<file path="src/rtl/mux_16x1_t_reqs_if.sv">
// Bundles the lane inputs, select, enable and the combinational/registered outputs of the 16:1 mux.
// Optional one-hot select output is present when MUX_16X1_T_ONEHOT_EN is defined.
interface mux_16x1_t_reqs_if #(
    parameter int unsigned WIDTH = 1
);
    localparam int unsigned LANES = 16;

    logic [LANES*WIDTH-1:0] in;
    logic [3:0]             sel;
    logic                   en;
    logic [WIDTH-1:0]       o;
    logic [WIDTH-1:0]       o_q;
    logic [3:0]             sel_q;
    logic                   valid_q;
`ifdef MUX_16X1_T_ONEHOT_EN
    logic [LANES-1:0]       sel_oh;

    modport master (
        output in, sel, en,
        input  o, o_q, sel_q, valid_q, sel_oh
    );

    modport slave (
        input  in, sel, en,
        output o, o_q, sel_q, valid_q, sel_oh
    );
`else
    modport master (
        output in, sel, en,
        input  o, o_q, sel_q, valid_q
    );

    modport slave (
        input  in, sel, en,
        output o, o_q, sel_q, valid_q
    );
`endif

endinterface

</file>
<file path="src/rtl/mux_16x1_t_reqs.sv">
// 16:1 mux built as a 4-level 2:1 tree with an enabled output register.
// Define MUX_16X1_T_ONEHOT_EN to add the combinational one-hot select decode sel_oh.
module mux_16x1_t_reqs #(
    parameter int unsigned WIDTH = 1
) (
    input logic              clk,
    input logic              rst,
    mux_16x1_t_reqs_if.slave bus
);

    logic [WIDTH-1:0] lvl0 [8];
    logic [WIDTH-1:0] lvl1 [4];
    logic [WIDTH-1:0] lvl2 [2];
    logic [WIDTH-1:0] o_c;

    // Level n of the tree resolves sel[n]; lane order is preserved at every level.
    always_comb begin
        for (int i = 0; i < 8; i++) begin
            lvl0[i] = bus.sel[0] ? bus.in[(2*i+1)*WIDTH +: WIDTH]
                                 : bus.in[(2*i)*WIDTH +: WIDTH];
        end
        for (int i = 0; i < 4; i++) begin
            lvl1[i] = bus.sel[1] ? lvl0[2*i+1] : lvl0[2*i];
        end
        for (int i = 0; i < 2; i++) begin
            lvl2[i] = bus.sel[2] ? lvl1[2*i+1] : lvl1[2*i];
        end
        o_c = bus.sel[3] ? lvl2[1] : lvl2[0];
    end

    assign bus.o = o_c;

    // Reset wins over enable; a disabled edge holds the captured sample.
    always_ff @(posedge clk) begin
        if (rst) begin
            bus.o_q     <= '0;
            bus.sel_q   <= 4'd0;
            bus.valid_q <= 1'b0;
        end else if (bus.en) begin
            bus.o_q     <= o_c;
            bus.sel_q   <= bus.sel;
            bus.valid_q <= 1'b1;
        end
    end

`ifdef MUX_16X1_T_ONEHOT_EN
    assign bus.sel_oh = 16'(16'd1 << bus.sel);
`endif

endmodule

</file>
<file path="src/flat_wrapper.sv">
// flat-port wrapper written by rule: the top's interface ports become plain ports
module mux_16x1_t_reqs_flat 
#(
    parameter int unsigned WIDTH = 1
)
  (clk, rst, bus_in, bus_sel, bus_en, bus_o, bus_o_q, bus_sel_q, bus_valid_q);
  mux_16x1_t_reqs_if #(.WIDTH(WIDTH)) bus_i ();
  input logic clk;
  input logic rst;
  input wire logic [$bits(bus_i.in)-1:0] bus_in;
  input wire logic [$bits(bus_i.sel)-1:0] bus_sel;
  input wire logic [$bits(bus_i.en)-1:0] bus_en;
  output wire logic [$bits(bus_i.o)-1:0] bus_o;
  output wire logic [$bits(bus_i.o_q)-1:0] bus_o_q;
  output wire logic [$bits(bus_i.sel_q)-1:0] bus_sel_q;
  output wire logic [$bits(bus_i.valid_q)-1:0] bus_valid_q;
  assign bus_i.in = bus_in;
  assign bus_i.sel = bus_sel;
  assign bus_i.en = bus_en;
  assign bus_o = bus_i.o;
  assign bus_o_q = bus_i.o_q;
  assign bus_sel_q = bus_i.sel_q;
  assign bus_valid_q = bus_i.valid_q;
  mux_16x1_t_reqs #(.WIDTH(WIDTH)) u_core (.clk(clk), .rst(rst), .bus(bus_i));
endmodule
</file>
<file path="config.mk">
export PLATFORM = sky130hd
export DESIGN_NAME = mux_16x1_t_reqs_flat
export DESIGN_NICKNAME = d
export VERILOG_FILES = /design/src/rtl/mux_16x1_t_reqs_if.sv /design/src/rtl/mux_16x1_t_reqs.sv /design/src/flat_wrapper.sv
export SDC_FILE = /design/constraint.sdc
export NUM_CORES = 1
export LEC_CHECK = 0
export CORE_AREA = 2 2 39 41
export CTS_BUF_LIST = sky130_fd_sc_hd__clkbuf_8 sky130_fd_sc_hd__clkbuf_16
export DETAILED_ROUTE_END_ITERATION = 16
export DIE_AREA = 0 0 41 43
export HOLD_SLACK_MARGIN = 0.05
export PLACE_DENSITY_LB_ADDON = 0.08
export SLEW_MARGIN = 0
export SYNTH_ARGS = -nofsm -noshare
export SYNTH_HDL_FRONTEND = slang
export SYNTH_SLANG_ARGS = --single-unit
</file>
<file path="constraint.sdc">
create_clock -name clk -period 1.5 [get_ports clk]
set_input_delay 0.225 -clock clk [delete_from_list [all_inputs] [get_ports clk]]
set_output_delay 0.225 -clock clk [all_outputs]
set_load 0.01 [all_outputs]
</file>
==> results of run 1 <==
==> kinds of logic (layout without fill, tap and decap cells) <==
kind of cell	count (synthesis)	in the layout	share of synthesized area [%]
multiplexers	11	11	48.44
buffers and inverters	2	39	2.766
AND/OR/NAND/NOR	9	9	13.15
AO/OA/AOI/OAI	1	1	2.423
flip-flops	6	6	33.22
==> timing repair <==
action	in CTS	in global routing
setup buffers	0	1
setup endpoints to repair	2	1
gates resized for setup	67	8
==> cell usage in the layout (no fill, tap or decap) <==
master / instances
buf_2: 13
o221ai_1: 1
clkdlybuf4s50_1: 9
dfxtp_1: 6
clkdlybuf4s15_2: 1
clkbuf_8: 3
nor2_1: 6
buf_12: 1
clkbuf_2: 4
mux4_2: 4
nand3b_1: 1
dlymetal6s2s_1: 1
buf_4: 7
mux2i_2: 2
or3b_2: 2
mux2i_1: 5
==> metal layers <==
layer | vias to the layer above | global-route usage, % | share of wire (%)
met5 | - | 0 | 0
met4 | 0 | 6.000 | 0
met3 | 0 | 6.283 | 6.9
met2 | 16 | 26.88 | 58
met1 | 182 | 17.49 | 35
li1 | 184 | - | -
==> registers in the layout (all words and copies together) (netlist names) <==
name                flops
u_core.bus.valid_q      1
u_core.bus.sel_q        4
u_core.bus.o_q          1
==> worst max-delay path, stage by stage <==
cell	delay, ps
buf_12	90
mux4_2	500
mux2i_2	190
mux2i_1	100
buf_2	150
==> layout make-up <==
cell class,instances,area (um2),area share (%)
sequential,6,120.1,17.74
clock buffer,3,41.29,6.100
multi-input combinational,21,224.0,33.09
tap,16,20.02,2.957
timing repair buffer,36,271.5,40.11
==> where the power goes <==
| group | internal (W) | total, W | switching [W] | leakage [nW] |
|---|---|---|---|---|
| Clock | 0.000172 | 0.000241 | 0.0000689 | 0.0216 |
| Sequential | 0.000171 | 0.000177 | 0.00000556 | 0.0497 |
| Combinational | 0.000101 | 0.000158 | 0.0000573 | 0.244 |
| Total | 0.000444 | 0.000576 | 0.000132 | 0.315 |
==> stage by stage <==
stage | utilization (%) | setup slack, ps | instances | cell area (um2)
2_1_floorplan | - | 61.14 | 29 | 361.6
3_3_place_gp | 51.09 | -889.9 | 78 | 706.9
3_5_place_dp | 51.09 | -946.9 | 78 | 706.9
4_1_cts | 48.73 | 6.349 | 81 | 674.4
5_1_grt | 48.92 | -41.37 | 82 | 676.9
6_report | 48.92 | 9.962 | 82 | 676.9
==> worst max path at each step <==
stage	to	from	slack, ps	cells after the start
floorplan	bus_o	bus_sel[3]	60	4
global placement	bus_o	bus_sel[3]	-890	5
detailed placement	bus_o	bus_sel[3]	-950	5
CTS	bus_o	bus_sel[3]	6	5
global route	bus_o	bus_sel[3]	-40	5
finish	bus_o	bus_sel[3]	10	5
==> summary.txt, run 1 <==
Timing
  – Worst Tran Pin Value: about 210 ps
  – Max Clock Freq: approximately 670 MHz
  – Setup TNS: 0 ps
  – Hold_ws: roughly 270 ps
  – Final Slew Violations: 0
  – Fin crit period: about 1500 ps
  – Final Setup Violations: 0
  – Rel. slew slack: 85.74%
  – Final Hold Fails: 0
  – Worst Skew: 0 ps
  – Final period util: between 90% and 100%
  – Unrepaired setup endpoints after global routing: true

Worst setup path
  – Critical Path RT: ~1300 ps
  – Flop2flop setup slack: between 500 and 600 ps
  – Critical Path Sink Type: output pin
  – Worst-case reg-to-reg path depth: 2
  – Reg-to-reg endpoint: u_core.bus.o_q
  – Critical path arrival: 1270 ps
  – Crit Path Category: input pin to output pin
  – Max FO, Critical Path: 5
  – Worst R2R Start: u_core.bus.o_q
  – Crit path launch type: input pin

Power
  – Total power: around 0.00058 W
  – Power per cell area: between 800 and 900 nW/um2
  – Lkg Pwr: about 0.32 nW
  – Worst ir drop on vdd: ~0.8 mV

Min path
  – Hold depth: 3
  – Type of the worst min-delay path: input pin to flip-flop
  – Hold path start: bus_sel[3]
  – Hold endpoint: u_core.bus.sel_q[3]

Yosys
  – Synth top area share: ~33%
  – Largest cells by area after synthesis: dfxtp_1 (33%), mux4_1 (29%), mux2i_1 (19%)
  – Unique cell type count in the Yosys netlist: 9
  – Yosys top cell by area: dfxtp_1
  – Sequential cell area fraction in the yosys report: 33.22%
  – Most frequent cell after synthesis: mux2i_1
  – Mapped Area: ~360 um2
  – Post-synth EDFFs: 0
  – Post-synthesis async set-or-reset flop share: 0%
  – Synthesized Nets: 52
  – Yosys reg bits: 6
  – Most frequent cells after synthesis: mux2i_1 (7), dfxtp_1 (6), nor2_1 (6), mux4_1 (4), or3b_2 (2)
  – Ys flop type: dfxtp_1
  – Syn. warnings: 0
  – Mapped Avg Cell Area: 12.47 um2
  – Mapped Cells: 29

Job
  – Max cap viols: 0

Die
  – Die ar.: 1763 um2
  – # IOs: 30
  – Die Height: around 43 um
  – Core area: between 1000 and 1500 um2
  – Die Wd: 41 um
  – Initial Util: between 20% and 30%
  – Site Rows: 14

Route
  – Pre-Repair DR Iteration Count: 4
  – Final wirelength: 1.247 mm
  – Routed WL per cell: roughly 15 um
  – Via count: roughly 380
  – DR iter-0 viols: 6
  – Antenna viol nets, final: 0
  – DR vias/cell: roughly 4.7
  – DRC: 0

Final layout
  – Area growth, synth to finish: 87.20%
  – Layout cell share with drive strength beyond 1: between 50% and 60%
  – Antenna diode count: 0
  – Fill cells: 129
  – Nets@finish: ~90

Placed design
  – Placer Congestion: 0.7282
  – I/O Buffers: 29
  – Hpwl dp: 943 um

GRT
  – Largest net degree at the start of global routing: 6
  – Tot GR Track Use: 16.19%
  – Vias in the first global route: approximately 410
  – Gr ovfl total: 0
  – Wire length of the first global-routing pass: 1.807 mm
  – Initial antenna violation count: 0

Clock tree
  – Skew-Pair Late Insertion Delay: between 200 and 250 ps
  – Clock Sinks: 6
  – Root Driver: clkbuf_8
  – Clock-pin slew on the worst setup and hold paths: ~30 ps
  – # hold bufs at CTS: 0
  – Clock buffer count from CTS: 3
  – H-Tree Depth: 1
  – Clk buf depth: 2
  – CTS tree: yes

Status
  – Status: completed
Note: power is estimated with default switching activity, not from simulation.
==> inputs of run 2 (changes only) <==
--- a/config.mk
+++ b/config.mk
@@ -5,6 +5,7 @@
 export SDC_FILE = /design/constraint.sdc
 export NUM_CORES = 1
 export LEC_CHECK = 0
+export CAP_MARGIN = 10
 export CORE_AREA = 2 2 39 41
 export CTS_BUF_LIST = sky130_fd_sc_hd__clkbuf_8 sky130_fd_sc_hd__clkbuf_16
 export DETAILED_ROUTE_END_ITERATION = 16
==> results of run 2 <==
No change in the layout: final DEF, timing and power equal those of run 1.
==> inputs of run 3 (changes only) <==
--- a/config.mk
+++ b/config.mk
@@ -11,7 +11,7 @@
 export DETAILED_ROUTE_END_ITERATION = 16
 export DIE_AREA = 0 0 41 43
 export HOLD_SLACK_MARGIN = 0.05
-export PLACE_DENSITY_LB_ADDON = 0.08
+export PLACE_DENSITY = 0.79
 export SLEW_MARGIN = 0
 export SYNTH_ARGS = -nofsm -noshare
 export SYNTH_HDL_FRONTEND = slang
==> summary.txt, run 3 (synthesis gave the netlist of run 1 again) <==
Worst setup path
  – Critical Path Slowest Stage Cell: mux4_2
  – Crit path cell chain: buf_12 > mux4_2 > mux2i_2 > mux2i_1 > buf_2
  – Crit Path Category: input pin to output pin
  – Flop2flop setup slack: around 570 ps
  – Critical Path RT: 1270 ps
  – CP delay by family, top: multiplexers
  – Max FO, Critical Path: 5
  – Critical Path Sink Type: output pin
  – Critical path's largest stage delay: just over 500 ps
  – Worst-case reg-to-reg path depth: 2
  – Worst R2R Start: u_core.bus.o_q
  – Reg-to-reg endpoint: u_core.bus.o_q
  – WP buf/inv: 2
  – Crit path launch type: input pin
  – Critical path arrival: about 1300 ps

Placed design
  – Post-placement setup slack: -943.9 ps
  – Hpwl dp: about 860 um
  – I/O Buffers: 29
  – Placer Congestion: ~0.75
  – Placed Cells: 77
  – Area after detailed placement: between 600 and 700 um2

Power
  – Sw Share: between 20% and 30%
  – Clk pwr share: a little over two fifths
  – Lkg Pwr: just under 0.3 nW
  – Internal Dissipation: between 0.0004 and 0.0005 W
  – Combinational Power Share: about a quarter
  – Power per cell area: between 800 and 900 nW/um2
  – Worst ir drop on vdd: between 0.4 and 0.5 mV
  – Reg power frac: between 30% and 40%
  – Sw Pwr: 0.0001294 W

Min path
  – Hold path start: bus_sel[3]
  – Hold endpoint: u_core.bus.sel_q[3]
  – Type of the worst min-delay path: input pin to flip-flop
  – Hold depth: 3

Final layout
  – Final core utilization: between 40 and 50%
  – Top Registers: u_core.bus.sel_q: 4 flops, u_core.bus.o_q: 1 flops, u_core.bus.valid_q: 1 flops
  – Area of the multi-input gates: between 200 and 250 um2
  – Fill cells: approximately 150
  – Sequential cell area: 120.1 um2
  – Largest Register: u_core.bus.sel_q
  – Final std cells w/o fill: 80
  – Layout cell share with drive strength beyond 1: between 50% and 60%
  – Commonest non-fill, non-tap cell in the layout: buf_2
  – Most frequent cells in the layout: buf_2 (17), clkdlybuf4s50_1 (9), nor2_1 (6), dfxtp_1 (6)
  – Max FFs per register: 4
  – Area growth, synth to finish: 82.01%
  – Antenna diode count: 0
  – Design area: 658.1 um2
  – Nets@finish: 89

Timing
  – Final Setup Violations: 1
  – Final worst setup slack: -3.453 ps
  – Fin crit period: 1503 ps
  – Worst Skew: 0 ps
  – Final Hold Fails: 0
  – Final Slew Violations: 0
  – Unrepaired setup endpoints after global routing: true
  – Rel. slew slack: slightly below 90%
  – Worst Tran Pin Value: 181.0 ps
  – Max Clock Freq: ~670 MHz
  – Final period util: 100.2%

Status
  – Failing checks: negative setup slack
  – Status: finished with violations

Route
  – Final wirelength: around 1.1 mm
  – DR vias/cell: 4.838
  – Routed WL per cell: 14.10 um
  – DRC: 0
  – Via count: 387
  – Antenna viol nets, final: 0
  – DR iter-0 viols: 7
  – Top layer in use: met4
  – DR WL met3: 101 um
  – Pre-Repair DR Iteration Count: 4
  – Met2 Wirelength: around 570 um
  – M1 WL: between 400 and 500 um

Clock tree
  – Postcts setup bufs: 0
  – CTS tree: yes
  – Skew-Pair Late Insertion Delay: about 220 ps
  – Clk buf depth: 2
  – Clock buffer count from CTS: 3
  – H-Tree Depth: 1
  – Clock-pin slew on the worst setup and hold paths: around 30 ps
  – Clock Sinks: 6
  – Root Driver: clkbuf_8

Die
  – Die Height: 43 um
  – Initial Util: between 20% and 30%
  – Core area: 1384 um2
  – # IOs: 30
  – Site Rows: 14
  – Die Wd: around 40 um
  – Die ar.: 1763 um2

GRT
  – Initial antenna violation count: 0
  – Wire length of the first global-routing pass: 1.925 mm
  – Gr ovfl total: 0
  – Tot GR Track Use: ~17%
  – Largest net degree at the start of global routing: 6
  – Vias in the first global route: approximately 430

Job
  – Max cap viols: 0
==> run 3: through the flow <==
stage	hold slack, ps	total power [W]	setup TNS (ps)
after floorplan	297.4	0.0002345	0
after global placement	459.0	0.0003380	-1306
after detailed placement	457.8	0.0003415	-1358
after CTS	295.5	0.0005702	0
after global routing	294.7	0.0006004	-32.06
final	281.5	0.0005675	-3.453
==> run 3: area by class of cell <==
cell class | count | share of cell area, %
clock buffer | 3 | 6.274
multi-input combinational | 21 | 34.03
tap | 16 | 3.042
sequential | 6 | 18.25
timing repair buffer | 34 | 38.40
==> run 3: timing repair <==
action                     in CTS  in global routing
hold buffers                    0                  0
hold endpoints to repair        0                  0
setup endpoints to repair       2                  1
gates resized for setup        73                  3
==> run 3: layer usage <==
layer | global-route usage [%] | vias up
met3 | 8.901 | 4
met2 | 26.25 | 20
li1 | - | 182
met5 | 0 | -
met1 | 17.88 | 181
met4 | 8.667 | 0
==> run 3: worst min-delay path, stage by stage <==
cell,delay [ps]
buf_12,90
mux2i_1,60
nor2_1,90
==> run 3: power by group through the flow <==
stage                     clock (W)  combinational, W  sequential, W
after floorplan                   0         0.0000507       0.000184
after global placement            0          0.000159       0.000179
after detailed placement          0          0.000162       0.000179
after CTS                  0.000251          0.000142       0.000177
after global routing       0.000261          0.000161       0.000179
final                      0.000242          0.000149       0.000177
==> run 3: worst max-delay path by stage <==
stage | from | end | slack (ps) | depth (start not counted)
after detailed placement | bus_sel[3] | bus_o | -940 | 5
after global placement | bus_sel[3] | bus_o | -910 | 5
after floorplan | bus_sel[3] | bus_o | 60 | 4
final | bus_sel[3] | bus_o | -3 | 5
after global routing | bus_sel[3] | bus_o | -30 | 5
after CTS | bus_sel[3] | bus_o | 3 | 5
